## config.mk

```make
export PLATFORM = sky130hd
export DESIGN_NAME = viterbi_ctrl
export DESIGN_NICKNAME = d
export VERILOG_FILES = /design/src/rtl/viterbi_ctrl.sv
export SDC_FILE = /design/constraint.sdc
export NUM_CORES = 1
export LEC_CHECK = 0
export CAP_MARGIN = 20
export CORE_MARGIN = 1
export CORE_UTILIZATION = 48
export CTS_BUF_LIST = sky130_fd_sc_hd__clkbuf_4
export CTS_CLUSTER_DIAMETER = 40
export DETAILED_ROUTE_END_ITERATION = 16
export PLACE_DENSITY = 0.83
export SYNTH_ARGS = -nofsm -noshare
export SYNTH_HDL_FRONTEND = slang
export SYNTH_SLANG_ARGS = --single-unit
```

## constraint.sdc

```tcl
create_clock -name clk_i -period 3.7 [get_ports clk_i]
set_clock_uncertainty 0.1 [all_clocks]
set_input_delay 0.74 -clock clk_i [delete_from_list [all_inputs] [get_ports clk_i]]
set_output_delay 0.74 -clock clk_i [all_outputs]
set_load 0.02 [all_outputs]
```

## src/rtl/viterbi_ctrl.sv

```systemverilog
// viterbi_ctrl: frame sequencer; fetches one soft-bit word per trellis step, hands it to the ACS array, logs survivors, runs traceback.
// Latency: start -> src_rd_o next cycle; 3-cycle minimum step period; tb_done_i -> frame_done_o next cycle.
// Backpressure: stalls in WAIT_ACS/TRACE until acs_valid_i/tb_done_i; optional watchdog via VITERBI_CTRL_TIMEOUT_EN.
module viterbi_ctrl #(
    parameter int SRC_ADDR_W = 12
) (
    input  logic                  clk_i,
    input  logic                  rst_an_i,
    input  logic                  rst_sync_i,
    input  logic                  start_i,
    input  logic                  tail_biting_en_i,
    input  logic [9:0]            infobit_length_i,
    input  logic [9:0]            decoding_length_i,
    output logic                  src_rd_o,
    output logic [SRC_ADDR_W-1:0] src_addr_o,
    input  logic [23:0]           src_rdata_i,
    output logic [23:0]           soft_data_o,
    output logic                  soft_data_valid_o,
    input  logic                  acs_valid_i,
    input  logic [63:0]           survivor_i,
    output logic                  pm_norm_en_o,
    output logic                  tb_wr_o,
    output logic [5:0]            tb_addr_o,
    output logic [63:0]           tb_wdata_o,
    output logic                  tb_start_o,
    input  logic                  tb_done_i,
    output logic                  busy_o,
`ifdef VITERBI_CTRL_TIMEOUT_EN
    output logic                  err_o,
`endif
    output logic                  frame_done_o
);

    typedef enum logic [2:0] {IDLE, FETCH, CAPTURE, WAIT_ACS, TRACE, DONE} state_t;

    state_t      state_q, state_d;
    logic [9:0]  l_q, l_d;          // information length, bounds the address wrap
    logic [9:0]  n_q, n_d;          // step count; tail-biting mode and D are folded in at start
    logic [9:0]  s_q, s_d;          // trellis step
    logic [9:0]  a_q, a_d;          // source address
    logic        zero_q, zero_d;    // zero-length frame: one settle cycle in DONE before the pulse
    logic [23:0] soft_q, soft_d;
    logic        tb_wr_q, tb_wr_d;
    logic        pm_q, pm_d;
    logic [5:0]  tb_addr_q, tb_addr_d;
    logic [63:0] tb_wdata_q, tb_wdata_d;
    logic        tb_start_q, tb_start_d;
`ifdef VITERBI_CTRL_TIMEOUT_EN
    logic [7:0]  wd_q, wd_d;
    logic        err_q, err_d;
`endif

    // Next-state, counters and registered strobes; sync reset overrides everything last
    always_comb begin
        state_d    = state_q;
        l_d        = l_q;
        n_d        = n_q;
        s_d        = s_q;
        a_d        = a_q;
        zero_d     = zero_q;
        soft_d     = soft_q;
        tb_wr_d    = 1'b0;
        pm_d       = 1'b0;
        tb_addr_d  = tb_addr_q;
        tb_wdata_d = tb_wdata_q;
        tb_start_d = 1'b0;
        case (state_q)
            IDLE: begin
                if (start_i) begin
                    l_d = infobit_length_i;
                    if (tail_biting_en_i && (decoding_length_i > infobit_length_i))
                        n_d = decoding_length_i;
                    else
                        n_d = infobit_length_i;
                    s_d     = 10'd0;
                    a_d     = 10'd0;
                    zero_d  = (infobit_length_i == 10'd0);
                    state_d = (infobit_length_i == 10'd0) ? DONE : FETCH;
                end
            end
            FETCH:   state_d = CAPTURE;
            CAPTURE: begin
                soft_d  = src_rdata_i;
                state_d = WAIT_ACS;
            end
            WAIT_ACS: begin
                if (acs_valid_i) begin
                    tb_wr_d    = 1'b1;
                    pm_d       = 1'b1;
                    tb_addr_d  = s_q[5:0];
                    tb_wdata_d = survivor_i;
                    if (s_q == n_q - 10'd1) begin
                        state_d = TRACE;
                    end else begin
                        s_d     = s_q + 10'd1;
                        a_d     = (a_q == l_q - 10'd1) ? 10'd0 : a_q + 10'd1;
                        state_d = FETCH;
                    end
                end
            end
            TRACE: begin
                // the final survivor write is still in flight on the first TRACE cycle
                tb_start_d = tb_wr_q;
                if (tb_done_i) state_d = DONE;
            end
            DONE: begin
                if (zero_q) zero_d = 1'b0;
                else        state_d = IDLE;
            end
            default: state_d = IDLE;
        endcase
`ifdef VITERBI_CTRL_TIMEOUT_EN
        err_d = 1'b0;
        wd_d  = 8'd0;
        if (((state_q == WAIT_ACS) || (state_q == TRACE)) && (state_d == state_q)) begin
            if (wd_q == 8'd254) begin
                state_d = IDLE;
                err_d   = 1'b1;
            end else begin
                wd_d = wd_q + 8'd1;
            end
        end
`endif
        if (rst_sync_i) begin
            state_d    = IDLE;
            l_d        = 10'd0;
            n_d        = 10'd0;
            s_d        = 10'd0;
            a_d        = 10'd0;
            zero_d     = 1'b0;
            soft_d     = 24'd0;
            tb_wr_d    = 1'b0;
            pm_d       = 1'b0;
            tb_addr_d  = 6'd0;
            tb_wdata_d = 64'd0;
            tb_start_d = 1'b0;
`ifdef VITERBI_CTRL_TIMEOUT_EN
            wd_d  = 8'd0;
            err_d = 1'b0;
`endif
        end
    end

    // State and datapath registers
    always_ff @(posedge clk_i or negedge rst_an_i) begin
        if (!rst_an_i) begin
            state_q    <= IDLE;
            l_q        <= 10'd0;
            n_q        <= 10'd0;
            s_q        <= 10'd0;
            a_q        <= 10'd0;
            zero_q     <= 1'b0;
            soft_q     <= 24'd0;
            tb_wr_q    <= 1'b0;
            pm_q       <= 1'b0;
            tb_addr_q  <= 6'd0;
            tb_wdata_q <= 64'd0;
            tb_start_q <= 1'b0;
`ifdef VITERBI_CTRL_TIMEOUT_EN
            wd_q  <= 8'd0;
            err_q <= 1'b0;
`endif
        end else begin
            state_q    <= state_d;
            l_q        <= l_d;
            n_q        <= n_d;
            s_q        <= s_d;
            a_q        <= a_d;
            zero_q     <= zero_d;
            soft_q     <= soft_d;
            tb_wr_q    <= tb_wr_d;
            pm_q       <= pm_d;
            tb_addr_q  <= tb_addr_d;
            tb_wdata_q <= tb_wdata_d;
            tb_start_q <= tb_start_d;
`ifdef VITERBI_CTRL_TIMEOUT_EN
            wd_q  <= wd_d;
            err_q <= err_d;
`endif
        end
    end

    assign src_rd_o          = (state_q == FETCH);
    assign src_addr_o        = SRC_ADDR_W'(a_q);
    // SRAM data only arrives in CAPTURE, so pass it through then and hold the captured copy afterwards
    assign soft_data_o       = (state_q == CAPTURE) ? src_rdata_i : soft_q;
    assign soft_data_valid_o = (state_q == CAPTURE);
    assign pm_norm_en_o      = pm_q;
    assign tb_wr_o           = tb_wr_q;
    assign tb_addr_o         = tb_addr_q;
    assign tb_wdata_o        = tb_wdata_q;
    assign tb_start_o        = tb_start_q;
    assign busy_o            = (state_q != IDLE);
    assign frame_done_o      = (state_q == DONE) && !zero_q;
`ifdef VITERBI_CTRL_TIMEOUT_EN
    assign err_o             = err_q;
`endif

endmodule

```

==> results of run 1 <==
layer usage:
layer | part of all wire | GRT usage | up-vias
li1 | - | - | 2723
met1 | 0.40 | 0.3263 | 2957
met2 | 0.50 | 0.4329 | 226
met3 | 0.068 | 0.08318 | 48
met4 | 0.034 | 0.1220 | 0
met5 | 0 | 0 | -
critical path: stages (launching register included):
cell             delay, ns
dfrtp_1               0.48
inv_1                 0.12
nor3_2                0.17
buf_4                 0.34
mux2_2                0.39
clkdlybuf4s50_1       0.57
path summary, 6_finish.rpt:
check | startpoint | cells after the start | slack, ns | end
max | state_q[1] | 5 | 0.24 | soft_data_o[21]
min | rst_an_i | 1 | 0.12 | soft_q[3]
max reg2reg | n_q[0] | 8 | 0.63 | a_q[2]
min reg2reg | tb_wdata_o[51] | 1 | 0.41 | tb_wdata_o[51]
max in group asynchronous | rst_an_i | 2 | 2.58 | state_q[1]
min in group clk_i | tb_wdata_o[51] | 1 | 0.41 | tb_wdata_o[51]
per-stage QoR:
| stage | setup WS [ns] | cell area (um2) |
|---|---|---|
| global placement | 0.4448 | 9284 |
| detailed placement | 0.3091 | 9284 |
| CTS | 0.2075 | 9600 |
| floorplan | 0.9460 | 6944 |
| global route | 0.08313 | 9600 |
| finish | 0.2423 | 9603 |
synthesized netlist by cell type (all sizes together) (11+ instances only):
cell type	number	area share
buf	15	0.015
nor4	13	0.014
nand3	11	0.0079
nor2	30	0.016
a22o	71	0.090
dfrtp	140	0.50
nand2	39	0.021
clkbuf	34	0.020
mux2i	13	0.019
inv	19	0.010
ha	14	0.025
mux2	25	0.041
xnor2	19	0.024
a21oi	24	0.017
and3	11	0.011
nor2b	29	0.027
final cells by class:
type                    count  area share
flip-flops and latches    140      0.3648
multi-input cells         421      0.3272
repair buffers            232      0.2435
well taps                 180     0.02345
clock inverters            13     0.01811
clock buffers              19     0.01485
inverters                  20    0.007818
diodes                      1   0.0002606
power groups by stage:
stage	Combinational [W]	Clock [W]	Sequential, W
6_report	0.00112	0.00109	0.00172
5_1_grt	0.00122	0.00118	0.00173
3_3_place_gp	0.00108	0	0.00174
2_1_floorplan	0.000651	0	0.00174
3_5_place_dp	0.00111	0	0.00175
4_1_cts	0.00112	0.00111	0.00172
registers in the layout, indices dropped and copies added (netlist names):
signal,count
pm_norm_en_o,1
state_q,3
tb_start_o,1
n_q,10
s_q,10
a_q,10
l_q,10
soft_q,24
tb_wdata_o,64
zero_q,1
tb_addr_o,6
cell families (layout without fill, tap and decap cells):
kind of cell / after synthesis / count (layout) / synth area share
AOI/OAI and AO/OA: 162 / 162 / 0.1880
xor gates and xnor gates: 21 / 21 / 0.02650
adders and majority gates: 14 / 14 / 0.02524
buffers and inverters: 69 / 284 / 0.04561
DFF: 140 / 140 / 0.5048
muxes: 38 / 38 / 0.05931
other: 1 / 3 / 0.0005403
and+or+nand+nor: 184 / 184 / 0.1500
==> metrics.md, run 1 <==
| Metric | Value |
|---|---|
| Detailed router's first-iteration violation count | `between 400 and 500` |
| Number of H-tree levels | `4` |
| Worst hold slack | `between 0.1 and 0.15 ns` |
| #FFs+latches synth | `between 100 and 150` |
| Vias in the first global route | `between 6000 and 7000` |
| Drt wl/cell | `between 15 and 20 um` |
| Initial Utilization | `0.4962` |
| Fmax | `around 290 MHz` |
| Number of fill cells | `about 1000` |
| CP arrival | `~2.6 ns` |
| Final core occ | `0.6865` |
| Flop pwr share | `0.437` |
| Fraction of layout cells with a size suffix above 1 | `0.1112` |
| Syn Inst Count | `629` |
| Setup Buffers After CTS | `0` |
| Tot GR Track Use | `0.2674` |
| Max-Cap Viols | `0` |
| Placer Congestion | `0.8936` |
| Initial antenna violation count | `0` |
| HPWL after DPL | `14.25 mm` |
| Worst slew pin tran | `around 0.85 ns` |
| Sw Ratio | `0.3093` |
| Antenna Nets Post-Route | `0` |
| First drt pass iteration count | `4` |
| CP required | `about 2.9 ns` |
| Crit-path max FO | `25` |
| Synth cell types | `72` |
| Post-CTS sizing | `0` |
| RSZ-0062 raised after global routing | `false` |
| Final-stage net count | `961` |
| Clock power share | `0.278` |
| Final Hold Fails | `0` |
| Multi-input logic area | `roughly 3100 um2` |
| Latest clock arrival within the worst-skew pair | `approximately 0.55 ns` |
| Synth-to-Final Area Change | `38.36%` |
| Fin crit share | `0.9345` |
| Post-synth EDFFs | `0` |
| DRC Markers | `0` |
| Worst hold path class | `input port to asynchronous set/reset pin` |
| Power per cell area | `slightly above 400 nW/um2` |
| Vias per cell | `around 5.8` |
| Final setup viols | `0` |
| NetSw | `approximately 0.0012 W` |
| Largest net degree at the start of global routing | `81` |
| Post-Place Cells | `about 1000` |
| Mapped Avg Cell Area | `11.03 um2` |
| Min cycle time layout | `~3.5 ns` |
| Cell internal pwr | `0.002717 W` |
| Width of the die | `~120 um` |
| First-pass GRT wire length | `30.84 mm` |
| Async set-reset flop share out of synthesis | `1.000` |
| Row count | `43` |
| Crit path kind | `flop to primary output` |
| Clock sink total | `140` |
| Commonest cells after routing, fill and taps aside | `clkdlybuf4s50_1 (223), dfrtp_1 (140), a22o_1 (70)` |
| Port Buffer Count | `~230` |
| CTS tree | `yes` |
| CP Launch Type | `flop` |
| CTS Hold Buffers Added | `0` |
| Core area | `13990 um2` |
| Setup TNS | `0 ns` |
| CTS clk-pin slew, worst paths | `0.11 ns` |
| FF/Latch Area | `3503 um2` |
| Leak Pwr | `4.176 nW` |
| Clock buffer count from CTS | `17` |
| Commonest non-fill, non-tap cell in the layout | `clkdlybuf4s50_1` |
| Post-Syn Area | `around 6900 um2` |
| Seq/Total Area, Yosys | `0.5048` |
| Total power | `between 0.003 and 0.004 W` |
| Top FF cell, synth | `dfrtp_1` |
| Total grt overflow | `0` |
| Routed wire length | `slightly below 20 mm` |
| Top-level I/O count | `~230` |
| Die Height | `between 100 and 150 um` |
| Combinational Power Share | `0.285` |
| Critical Path End Type | `primary output` |
| Status | `complete, no violations` |
| Peak VDD IR | `0.3497 mV` |
| Slew Limit Headroom | `0.4350` |
| DIE AREA | `around 15000 um2` |
| Max clock buf depth | `2` |
| Root Driver | `clkbuf_4` |
| DR vias | `5954` |
| Yosys warning total | `0` |
| Finished Layout Cells | `about 1000` |
| Final Max Tran Viols | `0` |
No activity file was read; power rests on OpenSTA's default activity.
==> run 2: changes to the inputs <==
CORE_UTILIZATION = 43   (was 48)
PLACE_DENSITY = 0.79   (was 0.83)
clock period = 3.1 ns   (was 3.7 ns; I/O delays follow)
==> run 2 against run 1 <==
Net effect: via count is 1.2% lower; hold slack better by 0.29 ns; cell count rose by 5.8%; clock-buffer cell count down 1; combinational power is 20% higher; critical path type unchanged.
==> metrics.md, run 2 (synthesized netlist as in run 1, its figures left out) <==
| Metric | Value |
|---|---|
| Status | `complete, no violations` |
| Initial Utilization | `0.4385` |
| Final-stage net count | `~1000` |
| Worst hold path class | `flop to flop` |
| Setup TNS | `0 ns` |
| Crit-path max cell delay | `approximately 0.39 ns` |
| CP cell instances | `inv_1, nor3_4, buf_6, mux2_2, dlygate4sd2_1` |
| Largest net degree at the start of global routing | `slightly above 60` |
| Slew Limit Headroom | `0.5748` |
| Detailed router's first-iteration violation count | `333` |
| Crit path kind | `flop to primary output` |
| Placement-stage cell area | `9499 um2` |
| DR vias | `between 5000 and 6000` |
| DIE AREA | `roughly 17000 um2` |
| Max clock buf depth | `2` |
| Latest clock arrival within the worst-skew pair | `0.55 ns` |
| Worst slew pin tran | `0.6378 ns` |
| Peak VDD IR | `between 0.4 and 0.5 mV` |
| Reg2reg start | `n_q[0]` |
| CP required | `between 2 and 2.5 ns` |
| Crit-path max FO | `12` |
| Critical Path End Type | `primary output` |
| Commonest non-fill, non-tap cell in the layout | `clkdlybuf4s50_1` |
| Total grt overflow | `0` |
| CP Launch Type | `flop` |
| Row count | `46` |
| Leak Pwr | `4.372 nW` |
| Routed wire length | `approximately 19 mm` |
| Final setup viols | `0` |
| Die Height | `around 130 um` |
| Min cycle time layout | `2.909 ns` |
| First-pass GRT wire length | `roughly 30 mm` |
| R2R cell count | `8` |
| Tot GR Track Use | `0.2326` |
| HP Start | `tb_wdata_o[15]` |
| Crit-path slowest cell | `dfrtp_1` |
| CP arrival | `2.19 ns` |
| CTS clk-pin slew, worst paths | `~0.14 ns` |
| Initial antenna violation count | `0` |
| RSZ-0062 raised after global routing | `false` |
| Finished Layout Cells | `around 1100` |
| R2R Path End | `a_q[0]` |
| R2r setup slk | `roughly 0.24 ns` |
| Fmax | `between 300 and 400 MHz` |
| Final core occ | `0.6167` |
| Top-level I/O count | `approximately 230` |
| Power per cell area | `461.1 nW/um2` |
| Fraction of layout cells with a size suffix above 1 | `0.1336` |
| Core area | `15830 um2` |
| Hold Path End | `tb_wdata_o[15]` |
| DRC Markers | `0` |
| CTS tree | `yes` |
| Hold path cells | `1` |
| Post-Place Cells | `about 1100` |
| Max FFs per register | `64` |
| Fin area | `~10000 um2` |
| Final Max Tran Viols | `0` |
| Commonest cells after routing, fill and taps aside | `clkdlybuf4s50_1 (198), dfrtp_1 (140), a22o_1 (70)` |
| Final Hold Fails | `0` |
| HPWL after DPL | `~14 mm` |
| Width of the die | `between 100 and 150 um` |
| Placer Congestion | `between 0.8 and 0.9` |
| Antenna Nets Post-Route | `0` |
| Drt wl/cell | `around 18 um` |
| Root Driver | `clkbuf_4` |
| Vias per cell | `approximately 5.4` |
| Synth-to-Final Area Change | `40.63%` |
| Port Buffer Count | `~230` |
| Fin crit share | `0.9384` |
| First drt pass iteration count | `5` |
| Number of H-tree levels | `4` |
| Clock sink total | `140` |
| Worst hold slack | `0.4096 ns` |
| Vias in the first global route | `~5800` |
| Clock buffer count from CTS | `17` |
| Max-Cap Viols | `0` |
-- run 2: what timing repair did --
action,CTS,global route
hold buffers,1,0
resized for setup,28,1
cloned,1,0
hold endpoints to repair,46,0
setup endpoints to repair,24,1
setup buffers,0,0
-- run 2: stage by stage --
step,setup WS [ns],power (W)
after floorplan,0.4660,0.002858
after global placement,0.03724,0.003415
after detailed placement,-0.05720,0.003431
after CTS,0.09913,0.004535
after global routing,0.06367,0.004725
final,0.1910,0.004501
-- run 2: worst max-delay path by stage --
stage / startpoint / end / slack, ns
after global routing: n_q[0] / a_q[6] / 0.06
after floorplan: state_q[1] / soft_data_o[13] / 0.47
final: state_q[1] / soft_data_o[14] / 0.19
after detailed placement: infobit_length_i[5] / n_q[0] / -0.06
after CTS: state_q[2] / frame_done_o / 0.1
after global placement: infobit_length_i[5] / n_q[2] / 0.04
-- run 2: critical path: cells and delay by family, from the launching register on --
family,cells,cell delay [ns]
buf+inv,3,0.64
flops,1,0.39
mux,1,0.35
simple gates,1,0.23
-- run 2: final cells by class --
type / instances / area [um2]
Antenna cell: 1 / 2.502
Clock buffer: 18 / 135.1
Clock inverter: 14 / 120.1
Fill cell: 1307 / 6067
Inverter: 20 / 75.07
Multi-Input combinational cell: 421 / 3148
Sequential cell: 140 / 3503
Tap cell: 216 / 270.3
Timing Repair Buffer: 255 / 2506
-- run 2: report_power, final --
group	total, W	switching [W]	internal [W]
clock network	0.00113	0.000720	0.000407
registers	0.00203	0.0000980	0.00194
logic	0.00134	0.000691	0.000649
total	0.00450	0.00151	0.00299
-- run 2: metal layers --
metal | vias to the layer above | GRT usage | routed length (um)
met5 | - | 0 | 0
met4 | 0 | 0.06782 | 320
met3 | 23 | 0.06895 | 1176
met2 | 194 | 0.3777 | 9450
met1 | 2896 | 0.3012 | 8349
li1 | 2772 | - | -
==> run 3: changes to the inputs <==
CORE_MARGIN = 3   (was 1)
==> run 3 against run 2 <==
Net effect: clock power up 9%; largest power group unchanged; critical path depth is 1 lower; worst setup slack got worse by 0.079 ns; total power up 2.6%; design area about the same; cell count down 0.46%; global-route usage is 0.13 points lower; highest routed layer unchanged; non-clock buffer count is the same; sequential share of layout area is essentially flat; clock-buffer cell count fell by 1.
==> metrics.md, run 3 (synthesized netlist as in run 1, its figures left out) <==
| Metric | Value |
|---|---|
| Final Hold Fails | `0` |
| Min cycle time layout | `around 3.0 ns` |
| Die Height | `around 130 um` |
| Number of fill cells | `roughly 1200` |
| Power per cell area | `roughly 470 nW/um2` |
| Final-stage net count | `slightly below 1000` |
| Synth-to-Final Area Change | `40.72%` |
| Max FFs per register | `64` |
| Post-Place Cells | `between 1000 and 1500` |
| Clock power share | `0.265` |
| Final Max Tran Viols | `0` |
| Core area | `15480 um2` |
| CP Launch Type | `flop` |
| Setup TNS | `0 ns` |
| Clock buffer count from CTS | `17` |
| Critical Path End Type | `primary output` |
| Crit-path max cell delay | `~0.50 ns` |
| Port Buffer Count | `225` |
| Fmax | `between 300 and 400 MHz` |
| HPWL after DPL | `about 15 mm` |
| First-pass GRT wire length | `roughly 33 mm` |
| Peak VDD IR | `around 0.37 mV` |
| Commonest non-fill, non-tap cell in the layout | `clkdlybuf4s50_1` |
| Routed wire length | `20.92 mm` |
| Initial Utilization | `0.4482` |
| Width of the die | `about 130 um` |
| Top-level I/O count | `approximately 230` |
| Combinational Power Share | `0.293` |
| Leak Pwr | `~4.4 nW` |
| Crit path kind | `flop to primary output` |
| Final setup viols | `0` |
| Antenna Nets Post-Route | `0` |
| Status | `complete, no violations` |
| CTS tree | `yes` |
| CP cell instances | `nor3_2, buf_12, mux2_2, dlygate4sd2_1` |
| Sw Ratio | `0.3342` |
| DR vias | `between 6000 and 7000` |
| NetSw | `between 0.0015 and 0.002 W` |
| Placer Congestion | `0.8893` |
| Worst slew pin tran | `around 0.66 ns` |
| Max clock buf depth | `2` |
| Tot GR Track Use | `0.2313` |
| Latest clock arrival within the worst-skew pair | `about 0.55 ns` |
| Multi-input logic area | `3144 um2` |
| Initial antenna violation count | `1` |
| Total grt overflow | `0` |
| Number of H-tree levels | `4` |
| Fin crit share | `0.9638` |
| Clock sink total | `140` |
| Commonest cells after routing, fill and taps aside | `clkdlybuf4s50_1 (198), dfrtp_1 (139), a22o_1 (70)` |
| Max-Cap Viols | `0` |
| DRC Markers | `0` |
| Drt wl/cell | `19.37 um` |
| Crit-path slowest cell | `dfrtp_1` |
| Largest net degree at the start of global routing | `72` |
| DIE AREA | `17700 um2` |
| Cell internal pwr | `0.003075 W` |
| Vias in the first global route | `roughly 6000` |
| Row count | `45` |
| Slew Limit Headroom | `0.5593` |
| First drt pass iteration count | `7` |
| FF/Latch Area | `3505 um2` |
| CP required | `between 2 and 2.5 ns` |
| Worst hold path class | `flop to flop` |
| Fraction of layout cells with a size suffix above 1 | `0.1394` |
| Flop pwr share | `0.442` |
| Vias per cell | `~5.7` |
| Finished Layout Cells | `approximately 1100` |
| CP arrival | `about 2.3 ns` |
| RSZ-0062 raised after global routing | `false` |
| Root Driver | `clkbuf_4` |
| Detailed router's first-iteration violation count | `about 470` |
| CTS clk-pin slew, worst paths | `~0.13 ns` |
| Crit-path max FO | `25` |
run 3: changes by cell type in the layout (fill, tap and decap cells not counted), sizes merged:
cell      delta
bufinv       +1
inv          +1
clkinv       -2
clkinvlp     +1
clkbuf       -1
run 3: area by class of cell:
class	count	share of cell area
inverters	20	0.007686
diodes	1	0.0002562
flip-flops and latches	140	0.3588
clock buffers	17	0.01307
multi-input cells	421	0.3219
well taps	211	0.02703
repair buffers	255	0.2545
clock inverters	15	0.01665
run 3: layer usage:
layer | vias up | part of all wire | global-route usage
met2 | 231 | 0.52 | 0.3973
li1 | 2767 | - | -
met1 | 3077 | 0.40 | 0.2850
met5 | - | 0 | 0
met4 | 0 | 0.018 | 0.06582
met3 | 34 | 0.067 | 0.06502
run 3: power by group through the flow:
stage	logic, W	registers (W)	clock network (W)
global route	0.00146	0.00205	0.00133
floorplan	0.000776	0.00208	0
CTS	0.00134	0.00204	0.00125
global placement	0.00134	0.00207	0
detailed placement	0.00138	0.00207	0
finish	0.00135	0.00204	0.00123
run 3: path summary, 6_finish.rpt:
kind                               from               to  slack, ns  cells past startpoint
max in group asynchronous      rst_an_i           l_q[0]       1.62                      3
hold / removal             tb_addr_o[0]     tb_addr_o[0]       0.42                      1
setup reg to reg                 n_q[1]           a_q[2]       0.13                      8
setup / recovery             state_q[2]  soft_data_o[16]       0.11                      4
hold reg to reg            tb_addr_o[0]     tb_addr_o[0]       0.42                      1
min in group asynchronous      rst_an_i        soft_q[4]       0.49                      2
run 3: repair_timing:
action | in CTS | in global routing
setup endpoints to repair | 24 | 16
resized for setup | 25 | 2
buffers inserted | 0 | 1
endpoints found under the hold margin | 60 | 0
pin swaps | 0 | 1
hold buffers | 1 | 0
run 3: critical path: cells and delay by family, from the launching register on:
family / cells / cell delay (ns)
buf+inv: 2 / 0.57
simple gates: 1 / 0.30
mux: 1 / 0.35
flops: 1 / 0.50
run 3: stage by stage:
| stage | setup WS, ns | power (W) | utilization | instance area [um2] | hold slack, ns |
|---|---|---|---|---|---|
| 2_1_floorplan | 0.4660 | 0.002858 | - | 6944 | 0.2244 |
| 3_3_place_gp | 0.1567 | 0.003407 | 0.6123 | 9480 | 0.3827 |
| 3_5_place_dp | 0.02472 | 0.003452 | 0.6123 | 9480 | 0.3802 |
| 4_1_cts | 0.05543 | 0.004635 | 0.6298 | 9752 | 0.4143 |
| 5_1_grt | 0.009003 | 0.004846 | 0.6308 | 9767 | 0.4279 |
| 6_report | 0.1122 | 0.004619 | 0.6308 | 9767 | 0.4170 |
